**src/rtl/axi_rd_arbiter.sv**
```systemverilog
`default_nettype none
// ============================================================================
// Module   : axi_rd_arbiter
// Purpose  : Shares one AXI read slave between two read masters (M0, M1).
//            Round-robin AR arbitration, one burst outstanding, R beats
//            routed combinationally to the granted master until r_last.
// Config   : RD_ARB_FIXED_PRIO_EN - when defined, M0 always wins a
//            simultaneous request (last_gnt tracked but ignored).
// Revision : 1.0 - initial release
// ============================================================================
module axi_rd_arbiter #(
  parameter int ADDR_BITS = 32,
  parameter int LEN_BITS  = 8,
  parameter int SIZE_BITS = 3,
  parameter int DATA_BITS = 32
) (
  input  logic                 aclk,
  input  logic                 areset_n,
  // master 0
  input  logic                 m0_ar_valid,
  output logic                 m0_ar_ready,
  input  logic [ADDR_BITS-1:0] m0_ar_addr,
  input  logic [LEN_BITS-1:0]  m0_ar_len,
  input  logic [SIZE_BITS-1:0] m0_ar_size,
  input  logic [1:0]           m0_ar_burst,
  input  logic [3:0]           m0_ar_cache,
  output logic                 m0_r_valid,
  input  logic                 m0_r_ready,
  output logic [DATA_BITS-1:0] m0_r_data,
  output logic [1:0]           m0_r_resp,
  output logic                 m0_r_last,
  // master 1
  input  logic                 m1_ar_valid,
  output logic                 m1_ar_ready,
  input  logic [ADDR_BITS-1:0] m1_ar_addr,
  input  logic [LEN_BITS-1:0]  m1_ar_len,
  input  logic [SIZE_BITS-1:0] m1_ar_size,
  input  logic [1:0]           m1_ar_burst,
  input  logic [3:0]           m1_ar_cache,
  output logic                 m1_r_valid,
  input  logic                 m1_r_ready,
  output logic [DATA_BITS-1:0] m1_r_data,
  output logic [1:0]           m1_r_resp,
  output logic                 m1_r_last,
  // slave
  output logic                 s_ar_valid,
  input  logic                 s_ar_ready,
  output logic [ADDR_BITS-1:0] s_ar_addr,
  output logic [LEN_BITS-1:0]  s_ar_len,
  output logic [SIZE_BITS-1:0] s_ar_size,
  output logic [1:0]           s_ar_burst,
  output logic [3:0]           s_ar_cache,
  input  logic                 s_r_valid,
  output logic                 s_r_ready,
  input  logic [DATA_BITS-1:0] s_r_data,
  input  logic [1:0]           s_r_resp,
  input  logic                 s_r_last
);

  localparam logic [1:0] ST_IDLE = 2'd0;
  localparam logic [1:0] ST_ADDR = 2'd1;
  localparam logic [1:0] ST_DATA = 2'd2;

  logic [1:0]           state_q, state_d;
  logic                 gnt_q, gnt_d;
  logic                 last_gnt_q, last_gnt_d;
  logic [ADDR_BITS-1:0] ar_addr_q, ar_addr_d;
  logic [LEN_BITS-1:0]  ar_len_q, ar_len_d;
  logic [SIZE_BITS-1:0] ar_size_q, ar_size_d;
  logic [1:0]           ar_burst_q, ar_burst_d;
  logic [3:0]           ar_cache_q, ar_cache_d;

  logic w_any_req;
  logic w_winner;
  logic w_idle;
  logic w_data_to_m0;
  logic w_data_to_m1;

  assign w_any_req = m0_ar_valid | m1_ar_valid;
  assign w_idle    = (state_q == ST_IDLE);

  // Pick the winner: sole requester, otherwise the arbitration policy.
  always_comb begin
    w_winner = 1'b0;
    if (m1_ar_valid && !m0_ar_valid) begin
      w_winner = 1'b1;
    end else if (m0_ar_valid && m1_ar_valid) begin
`ifdef RD_ARB_FIXED_PRIO_EN
      w_winner = 1'b0;
`else
      w_winner = ~last_gnt_q;
`endif
    end
  end

  // Next-state, grant and AR payload capture.
  always_comb begin
    state_d    = state_q;
    gnt_d      = gnt_q;
    last_gnt_d = last_gnt_q;
    ar_addr_d  = ar_addr_q;
    ar_len_d   = ar_len_q;
    ar_size_d  = ar_size_q;
    ar_burst_d = ar_burst_q;
    ar_cache_d = ar_cache_q;
    case (state_q)
      ST_IDLE: begin
        if (w_any_req) begin
          state_d    = ST_ADDR;
          gnt_d      = w_winner;
          last_gnt_d = w_winner;
          ar_addr_d  = w_winner ? m1_ar_addr  : m0_ar_addr;
          ar_len_d   = w_winner ? m1_ar_len   : m0_ar_len;
          ar_size_d  = w_winner ? m1_ar_size  : m0_ar_size;
          ar_burst_d = w_winner ? m1_ar_burst : m0_ar_burst;
          ar_cache_d = w_winner ? m1_ar_cache : m0_ar_cache;
        end
      end
      ST_ADDR: begin
        if (s_ar_ready) state_d = ST_DATA;
      end
      ST_DATA: begin
        // Burst end is taken from r_last only; ar_len is not tracked.
        if (s_r_valid && s_r_ready && s_r_last) state_d = ST_IDLE;
      end
      default: state_d = ST_IDLE;
    endcase
  end

  // State and payload registers; reset leaves M0 as first winner.
  always_ff @(posedge aclk or negedge areset_n) begin
    if (!areset_n) begin
      state_q    <= ST_IDLE;
      gnt_q      <= 1'b0;
      last_gnt_q <= 1'b1;
      ar_addr_q  <= '0;
      ar_len_q   <= '0;
      ar_size_q  <= '0;
      ar_burst_q <= '0;
      ar_cache_q <= '0;
    end else begin
      state_q    <= state_d;
      gnt_q      <= gnt_d;
      last_gnt_q <= last_gnt_d;
      ar_addr_q  <= ar_addr_d;
      ar_len_q   <= ar_len_d;
      ar_size_q  <= ar_size_d;
      ar_burst_q <= ar_burst_d;
      ar_cache_q <= ar_cache_d;
    end
  end

  // AR side: accept pulse in IDLE (held off while in reset), registered request out.
  assign m0_ar_ready = areset_n & w_idle & w_any_req & ~w_winner;
  assign m1_ar_ready = areset_n & w_idle & w_any_req &  w_winner;
  assign s_ar_valid  = (state_q == ST_ADDR);
  assign s_ar_addr   = ar_addr_q;
  assign s_ar_len    = ar_len_q;
  assign s_ar_size   = ar_size_q;
  assign s_ar_burst  = ar_burst_q;
  assign s_ar_cache  = ar_cache_q;

  // R side: zero-latency pass-through to the granted master only.
  assign w_data_to_m0 = (state_q == ST_DATA) & ~gnt_q;
  assign w_data_to_m1 = (state_q == ST_DATA) &  gnt_q;

  assign m0_r_valid = w_data_to_m0 & s_r_valid;
  assign m0_r_data  = w_data_to_m0 ? s_r_data : '0;
  assign m0_r_resp  = w_data_to_m0 ? s_r_resp : 2'b00;
  assign m0_r_last  = w_data_to_m0 & s_r_last;

  assign m1_r_valid = w_data_to_m1 & s_r_valid;
  assign m1_r_data  = w_data_to_m1 ? s_r_data : '0;
  assign m1_r_resp  = w_data_to_m1 ? s_r_resp : 2'b00;
  assign m1_r_last  = w_data_to_m1 & s_r_last;

  // Outside DATA the slave is stalled so stray beats are never lost.
  assign s_r_ready = (w_data_to_m0 & m0_r_ready) | (w_data_to_m1 & m1_r_ready);

endmodule
`default_nettype wire

```
**config.mk**
```make
export PLATFORM = sky130hd
export DESIGN_NAME = axi_rd_arbiter
export DESIGN_NICKNAME = d
export VERILOG_FILES = /design/src/rtl/axi_rd_arbiter.sv
export SDC_FILE = /design/constraint.sdc
export NUM_CORES = 1
export LEC_CHECK = 0
export BUFFER_PORTS_ARGS = -buffer_cell sky130_fd_sc_hd__buf_4
export CAP_MARGIN = 25
export CORE_AREA = 4 4 102 104
export CTS_CLUSTER_SIZE = 28
export DETAILED_ROUTE_END_ITERATION = 6
export DIE_AREA = 0 0 106 108
export GPL_ROUTABILITY_DRIVEN = 0
export PLACE_DENSITY = 0.75
export SYNTH_ARGS = -nofsm -noshare
export SYNTH_HDL_FRONTEND = slang
export SYNTH_SLANG_ARGS = --single-unit
```
**constraint.sdc**
```tcl
create_clock -name aclk -period 2.1 [get_ports aclk]
set_input_delay 0.21 -clock aclk [delete_from_list [all_inputs] [get_ports aclk]]
set_output_delay 0.21 -clock aclk [all_outputs]
set_load 0.005 [all_outputs]
```
======== Word level (Yosys, flattened, before mapping) ========
Index checks and enable logic that the tools add are counted.
operators by class
  multiplexer cells ....................... 15
  reduce and logical (&&, ||, !) cells .... 8
  bitwise gates (word level) .............. 17
  equality and inequality tests ........... 5
operators with widths
  operator                                              number
  2-to-1 mux 32 bit                                     3
  bitwise AND 1 bit                                     12
  2-to-1 mux 2 bit                                      6
  2-to-1 mux 8 bit                                      1
  one-hot mux 2 bit (3 select lines)                    1
  logical AND 1 bit                                     4
  2-to-1 mux 4 bit                                      1
  != test 2 bit (second input constant)                 2
  2-to-1 mux 3 bit                                      1
  NOT 1 bit                                             3
  AND reduction 3 bit                                   1
  equality test 2 x 1 -> 1 bit (second input constant)  1
  equality test 2 bit (second input constant)           1
  zero test 2 bit                                       1
  2-to-1 mux 1 bit                                      2
  != test 2 x 1 -> 1 bit (second input constant)        1
  bitwise OR 1 bit                                      2
  AND reduction 2 bit                                   1
  zero test 1 bit                                       1
storage, ports and cells
  output and inout port bits .............. 125
  word-level logic and storage cells ...... 53
  register bits ........................... 53
  input port bits ......................... 141

======== Logic depth before layout (Yosys ltp) ========
Gate-level depths: netlist (run 1).
  depth after elaboration ................. 8
  gate-level depth with buffers ........... 5
  mapped depth without buffers ............ 3

======== Worst setup path after synthesis (run 1) ========
Ideal clock, no wire load.
  kind .................................... reg-to-reg
  from .................................... reg last_gnt_q
  to ...................................... reg ar_addr_q[27], in the netlist s_ar_addr[27]
  arrival ................................. 1481 ps
  path buffers ............................ 2
  data required time ...................... 1975 ps
  path slack .............................. 494 ps
  stages on the path, launching flop included .. 6
  clock period less this slack ............ 1606 ps
  library setup time ...................... 125 ps
  path through ............................ dfstp_2 a21bo_1 buf_6 buf_6 mux2_4 mux2_4
on the way
  longest elaborated chain between the ends .. 4
RTL lines
  item                    RTL line  source
  from (decl)             66        logic last_gnt_q, last_gnt_d;
  from (signal assigned)  144       last_gnt_q <= last_gnt_d;
  NOT 1 bit               91        w_winner = ~last_gnt_q;
  2-to-1 mux 1 bit        87        end else if (m0_ar_valid && m1_ar_valid) begin
  2-to-1 mux 1 bit        85        if (m1_ar_valid && !m0_ar_valid) begin
  2-to-1 mux 32 bit       112       ar_addr_d = w_winner ? m1_ar_addr : m0_ar_addr;
  to (signal assigned)    145       ar_addr_q <= ar_addr_d;
  to (decl)               67        logic [ADDR_BITS-1:0] ar_addr_q, ar_addr_d;
Every way passes these cells.
A chain may end at the register's enable or synchronous reset.

======== Worst setup path in the final report (run 1) ========
  from .................................... reg state_q[0]
  to ...................................... out m0_ar_ready
on the way
  longest elaborated chain between the ends .. 4
RTL lines
  item                            RTL line  source
  from (decl)                     64        logic [1:0] state_q, state_d;
  from (signal assigned)          142       state_q <= state_d;
  zero test 2 bit                 80        assign w_idle = (state_q == ST_IDLE);
  bitwise AND 1 bit (3 in a row)  154       assign m0_ar_ready = areset_n & w_idle & w_any_req & ~w_winner;
  to (decl)                       21        output logic m0_ar_ready,
Every way passes these cells.

==> metrics, run 1 <==
initial core utilization=36.9%; GRT busiest layer=met2; leakage=just over 0.003 µW; worst hold path depth=2; M3 GR Usage=slightly below 5%; Critical Path AT=roughly 1.7 ns; area delta synth->final=62.9%; YS warnings=0; diode count=0; Relative slew margins=about three fifths; peak supply drop=~0.0006 V; Finished Layout Cells=approximately 660; initial antenna violation count=0; Synth Area in XOR/XNOR=0%; Setup TNS=0 ns; Die ar.=between 10000 and 15000 µm²; maximum clock frequency=between 0.5 and 0.6 GHz; vias in the first global route=about 3300; max cap viols=0; CTS clk-pin slew, worst paths=0.09 ns; via count=around 3000; actual slew at the worst max-slew pin=between 0.6 and 0.7 ns; largest family of logic cells by synthesized area=multiplexers; vias per cell=between 4 and 5; Syn Area/Cell=about 13 µm²; Slew Limit Fails=0; Setup CP Type=flip-flop to output pin; most common cell after layout, fill and taps aside=buf_4; Adder-Cell Fraction of Synth Area=0%; Final Cell Area=around 5700 µm²; CP Capture Type=output pin; largest net degree at the start of global routing=53; antenna viol nets, final=0; met2 global-route usage=between 30% and 40%; Die Height=between 100 and 150 µm; Yosys cell types=26; R2R depth=4; drt pass-1 iters=4; CTS Root Cell=clkbuf_8; Residual DRC=0; RSZ-0062 raised after global routing=false; Port Buf Inserts=~270; Syn Std Cell Area=~3500 µm²; simple-gate share of the synthesized area=14.2%; total gr overflow=0; Worst-Skew Late Latency=just under 0.3 ns; first-pass GRT wire length=16700 µm; commonest non-fill, non-tap cells in the layout=268 x buf_4, 94 x mux2_4, 72 x and2_1, 52 x dfrtp_1, 5 x clkbuf_8; Compound-Gate Fraction of Synth Area=under 10%; r2r endpoint=s_ar_addr[28]$_DFFE_PN0P_; final hold vios=0; share of cells above drive strength 1=~73%; Max H-tree Level=2; CP Max Fanout=26; number of setup buffers added after CTS=0; final wirelength=approximately 11000 µm; nets=664; hold crit path type=primary input to flip-flop; syn_nets=between 400 and 500; Req. time, crit path=1.89 ns; fin crit period=~1.9 ns; Core Box Area=~9500 µm²; M1 GR Usage=about a fifth; FF+latch count, synth=53; status=finished clean; die extent in x=between 100 and 150 µm; R2R Setup Slk=0.31 ns; Routed WL per cell=17.3 µm; min-delay src=m0_ar_valid; Crit Reg-Reg Startpoint=last_gnt_q$_DFFE_PN1P_; Post-Synthesis Cells=~260; Tcrit/Tclk final=between 90% and 100%; I/O Pins=266; multiplexer area fraction after synthesis=between 40% and 50%; clk_skew=around 0.0074 ns; pwr dens=about 1100 nW/µm²; CTS buffer count=5; placed cells=647; FP Rows=36; post-synthesis sequential area ratio=between 30% and 40%; Clock Path Buffers=2; CTS tree=built; final setup margin=0.157 ns; # clock sinks=53; pre-CTS setup slack=0.313 ns; DP HPWL=9010 µm; final setup fails=0; Tot GR Track Use=between 10% and 20%; DP Area=5610 µm²; Worst Hold End=last_gnt_q$_DFFE_PN1P_; final hold slack=approximately 0.1 ns; DRT iter0 DRCs=a little over 100; kind of start point of the critical path=flip-flop
-- cells in the mapped netlist, drive strengths merged --
cell,n,area share [%]
o21a,1,0.21
nor2,4,0.43
buf,12,4.0
and3,1,0.18
nor4b,1,0.25
nand2b,1,0.18
a31oi,1,0.18
mux2,98,41
a21oi,1,0.14
o2bb2ai,1,0.25
a21bo,1,0.28
dfstp,1,0.75
dfrtp,52,37
and2,72,13
mux2i,1,0.28
inv,2,0.21
a21o,1,0.21
o32ai,1,0.25
nand2,1,0.11
nor2b,1,0.18
nor3,1,0.14
clkbuf,6,0.64
-- worst max-delay path, stage by stage, from the launching register on --
cell     delay (ns)
dfrtp_1        0.43
nor2_1         0.28
o21a_4         0.22
buf_16         0.22
and3_1         0.18
buf_4          0.10
-- per-stage QoR --
| stage | util [%] | power (µW) |
|---|---|---|
| floorplan | - | 3870 |
| global placement | 58.7 | 5400 |
| detailed placement | 58.7 | 5490 |
| CTS | 59.8 | 6080 |
| global route | 60.1 | 6450 |
| finish | 60.1 | 6090 |
-- cell families after synthesis --
kind of cell / Yosys count
flops: 53
simple gates: 82
compound gates: 7
mux: 99
buf+inv: 20
-- registers in the layout, indices dropped and copies added (netlist names) --
name / flops
s_ar_size: 3
last_gnt_q: 1
s_ar_burst: 2
s_ar_cache: 4
gnt_q: 1
s_ar_addr: 32
state_q: 2
s_ar_len: 8
-- worst max path at each step --
stage / slack [ns] / to / start
floorplan: 0.49 / s_ar_addr[27]$_DFFE_PN0P_ / last_gnt_q$_DFFE_PN1P_
global placement: 0.36 / s_ar_addr[9]$_DFFE_PN0P_ / last_gnt_q$_DFFE_PN1P_
detailed placement: 0.31 / s_ar_addr[28]$_DFFE_PN0P_ / last_gnt_q$_DFFE_PN1P_
CTS: 0.02 / m0_ar_ready / state_q[0]$_DFFE_PN0P_
global route: 0.05 / m0_ar_ready / state_q[1]$_DFFE_PN0P_
finish: 0.16 / m0_ar_ready / state_q[0]$_DFFE_PN0P_
-- repair_timing --
item                                    CTS  global route
endpoints found under the setup margin    0             1
endpoints found under the hold margin     3             0
resized for setup                         0             1
hold buffers                              1             0
-- power by group --
part	switching (µW)	leakage (µW)	internal [µW]	total, µW
clock network	331	0.0000374	236	566
logic	1230	0.00244	2390	3620
registers	336	0.000621	1560	1900
-- routing by layer --
metal  vias to the layer above  wire, µm
li1                       1408         -
met1                      1468      4310
met2                       150      6040
met3                        13       868
met4                         0       179
met5                         -         0
-- final cells by class --
cell class              count  area [µm²]
fillers                   806        3810
repair buffers            273        2110
multi-input cells         188        2040
flip-flops and latches     53        1330
well taps                 133         166
clock buffers               6        72.6
clock inverters             2        15.0
inverters                   2        7.51
Power figures use the tool's default switching activity.
==> run 2: changes to the inputs <==
--- a/config.mk
+++ b/config.mk
@@ -7,12 +7,14 @@
 export LEC_CHECK = 0
 export BUFFER_PORTS_ARGS = -buffer_cell sky130_fd_sc_hd__buf_4
 export CAP_MARGIN = 25
-export CORE_AREA = 4 4 102 104
+export CORE_ASPECT_RATIO = 0.7
+export CORE_MARGIN = 4
+export CORE_UTILIZATION = 40
 export CTS_CLUSTER_SIZE = 28
 export DETAILED_ROUTE_END_ITERATION = 6
-export DIE_AREA = 0 0 106 108
-export GPL_ROUTABILITY_DRIVEN = 0
-export PLACE_DENSITY = 0.75
+export GPL_ROUTABILITY_DRIVEN = 1
+export PLACE_DENSITY = 0.8
+export SLEW_MARGIN = 20
 export SYNTH_ARGS = -nofsm -noshare
 export SYNTH_HDL_FRONTEND = slang
 export SYNTH_SLANG_ARGS = --single-unit
==> run 2 against run 1 <==
Against the previous run: final cell count shrank 1.4%; sequential power is essentially flat; register-to-register slack gained 0.07 ns; sequential share of layout area shrank 0.31 points; via count shrank 1.9%; largest power group unchanged; highest routed layer is now met5.
==> metrics, run 2 (same netlist as run 1, synthesis figures left out) <==
Port Buf Inserts=around 270; vias in the first global route=around 3200; DP HPWL=about 9000 µm; Req. time, crit path=~1.9 ns; Slew Limit Fails=0; diode count=0; Worst-Skew Late Latency=roughly 0.28 ns; leakage=0.00316 µW; status=finished clean; initial core utilization=roughly two fifths; final hold vios=0; M1 GR Usage=between 20% and 30%; DP Area=5620 µm²; post-cts sizing count=0; vias per cell=between 4 and 5; Die Height=~87 µm; die extent in x=120 µm; maximum clock frequency=about 0.53 GHz; Setup TNS=0 ns; final wirelength=~11000 µm; Finished Layout Cells=648; peak supply drop=about 0.00060 V; CTS Root Cell=clkbuf_16; Core Box Area=approximately 8500 µm²; initial antenna violation count=1; most common cell after layout, fill and taps aside=buf_4; CP Capture Type=output pin; CP Max Fanout=36; Die ar.=~10000 µm²; # clock sinks=between 50 and 60; FP Rows=28; Residual DRC=0; max reg flops=32; Tot GR Track Use=between 10% and 20%; Setup CP Type=flip-flop to output pin; CTS buffer count=5; I/O Pins=~270; kind of start point of the critical path=flip-flop; Final Cell Area=just under 6000 µm²; RSZ-0062 raised after global routing=false; share of cells above drive strength 1=between 70% and 80%; nets=between 600 and 700; commonest non-fill, non-tap cells in the layout=274 x buf_4, 94 x mux2_4, 72 x and2_1, 52 x dfrtp_1, 5 x clkbuf_16; CTS clk-pin slew, worst paths=0.07 ns; drt pass-1 iters=4; total gr overflow=0; M3 GR Usage=~5.3%; area delta synth->final=65.2%; Total Power=6530 µW; CTS tree=built; pwr dens=between 1000 and 1500 nW/µm²; hold crit path type=primary input to flip-flop; antenna viol nets, final=0; final setup fails=0; fin crit period=1.90 ns; Routed WL per cell=about 17 µm; first-pass GRT wire length=16600 µm; Clock Path Buffers=2; Max H-tree Level=2; max cap viols=0; GRT busiest layer=met2; largest net degree at the start of global routing=42; Critical Path AT=1.69 ns; Routability Congestion=between 0.7 and 0.8; met2 global-route usage=approximately 36%; DRT iter0 DRCs=between 100 and 150; placed cells=roughly 640; Tcrit/Tclk final=90.7%; via count=slightly below 3000; clk_skew=approximately 0.0039 ns; Relative slew margins=between 60 and 70%; actual slew at the worst max-slew pin=between 0.5 and 0.6 ns
==> run 2: path summary, 6_finish.rpt <==
path	startpoint	to	slack [ns]	cells past startpoint
min in group asynchronous	areset_n	s_ar_addr[8]$_DFFE_PN0P_	0.30	2
worst min-delay path	m0_ar_valid	last_gnt_q$_DFFE_PN1P_	0.10	2
worst min register to register	s_ar_addr[18]$_DFFE_PN0P_	s_ar_addr[18]$_DFFE_PN0P_	0.51	1
worst max-delay path	state_q[0]$_DFFE_PN0P_	m1_r_data[15]	0.20	5
worst max register to register	last_gnt_q$_DFFE_PN1P_	s_ar_addr[13]$_DFFE_PN0P_	0.38	4
max in group asynchronous	areset_n	s_ar_addr[19]$_DFFE_PN0P_	1.04	3
==> run 2: through the flow <==
stage / setup WS (ns) / hold WS [ns] / utilization (%)
finish: 0.196 / 0.102 / 68.3
CTS: 0.197 / 0.0955 / 68.3
floorplan: 0.494 / -0.0856 / -
global route: 0.0826 / 0.105 / 68.3
detailed placement: 0.374 / 0.0629 / 66.0
global placement: 0.417 / 0.0602 / 66.0
==> run 2: area by class of cell <==
cell class / instances / area, µm²
Clock buffer: 5 / 125
Fill cell: 636 / 2700
Inverter: 2 / 7.51
Timing Repair Buffer: 277 / 2110
Sequential cell: 53 / 1330
Multi-Input combinational cell: 188 / 2040
Clock inverter: 3 / 65.1
Tap cell: 120 / 150
==> run 2: critical path: stages (launching register included) <==
cell and delay [ns]:
dfrtp_1 0.41, nand2b_1 0.23, nor2_1 0.13, buf_4 0.29, and2_1 0.22, buf_4 0.13
==> run 2: timing repair <==
action                    CTS  global route
setup buffers               0             0
hold buffers                1             0
hold endpoints to repair   12             0
==> run 2: power by group <==
| part | internal [µW] | leakage [µW] | switching, µW |
|---|---|---|---|
| registers | 1560 | 0.000621 | 333 |
| logic | 2380 | 0.00244 | 1220 |
| clock network | 681 | 0.0000938 | 357 |
==> run 2: metal layers <==
metal,vias up,wire length (µm)
met2,91,5740
li1,1414,-
met4,2,127
met3,15,647
met5,-,10
met1,1460,4330
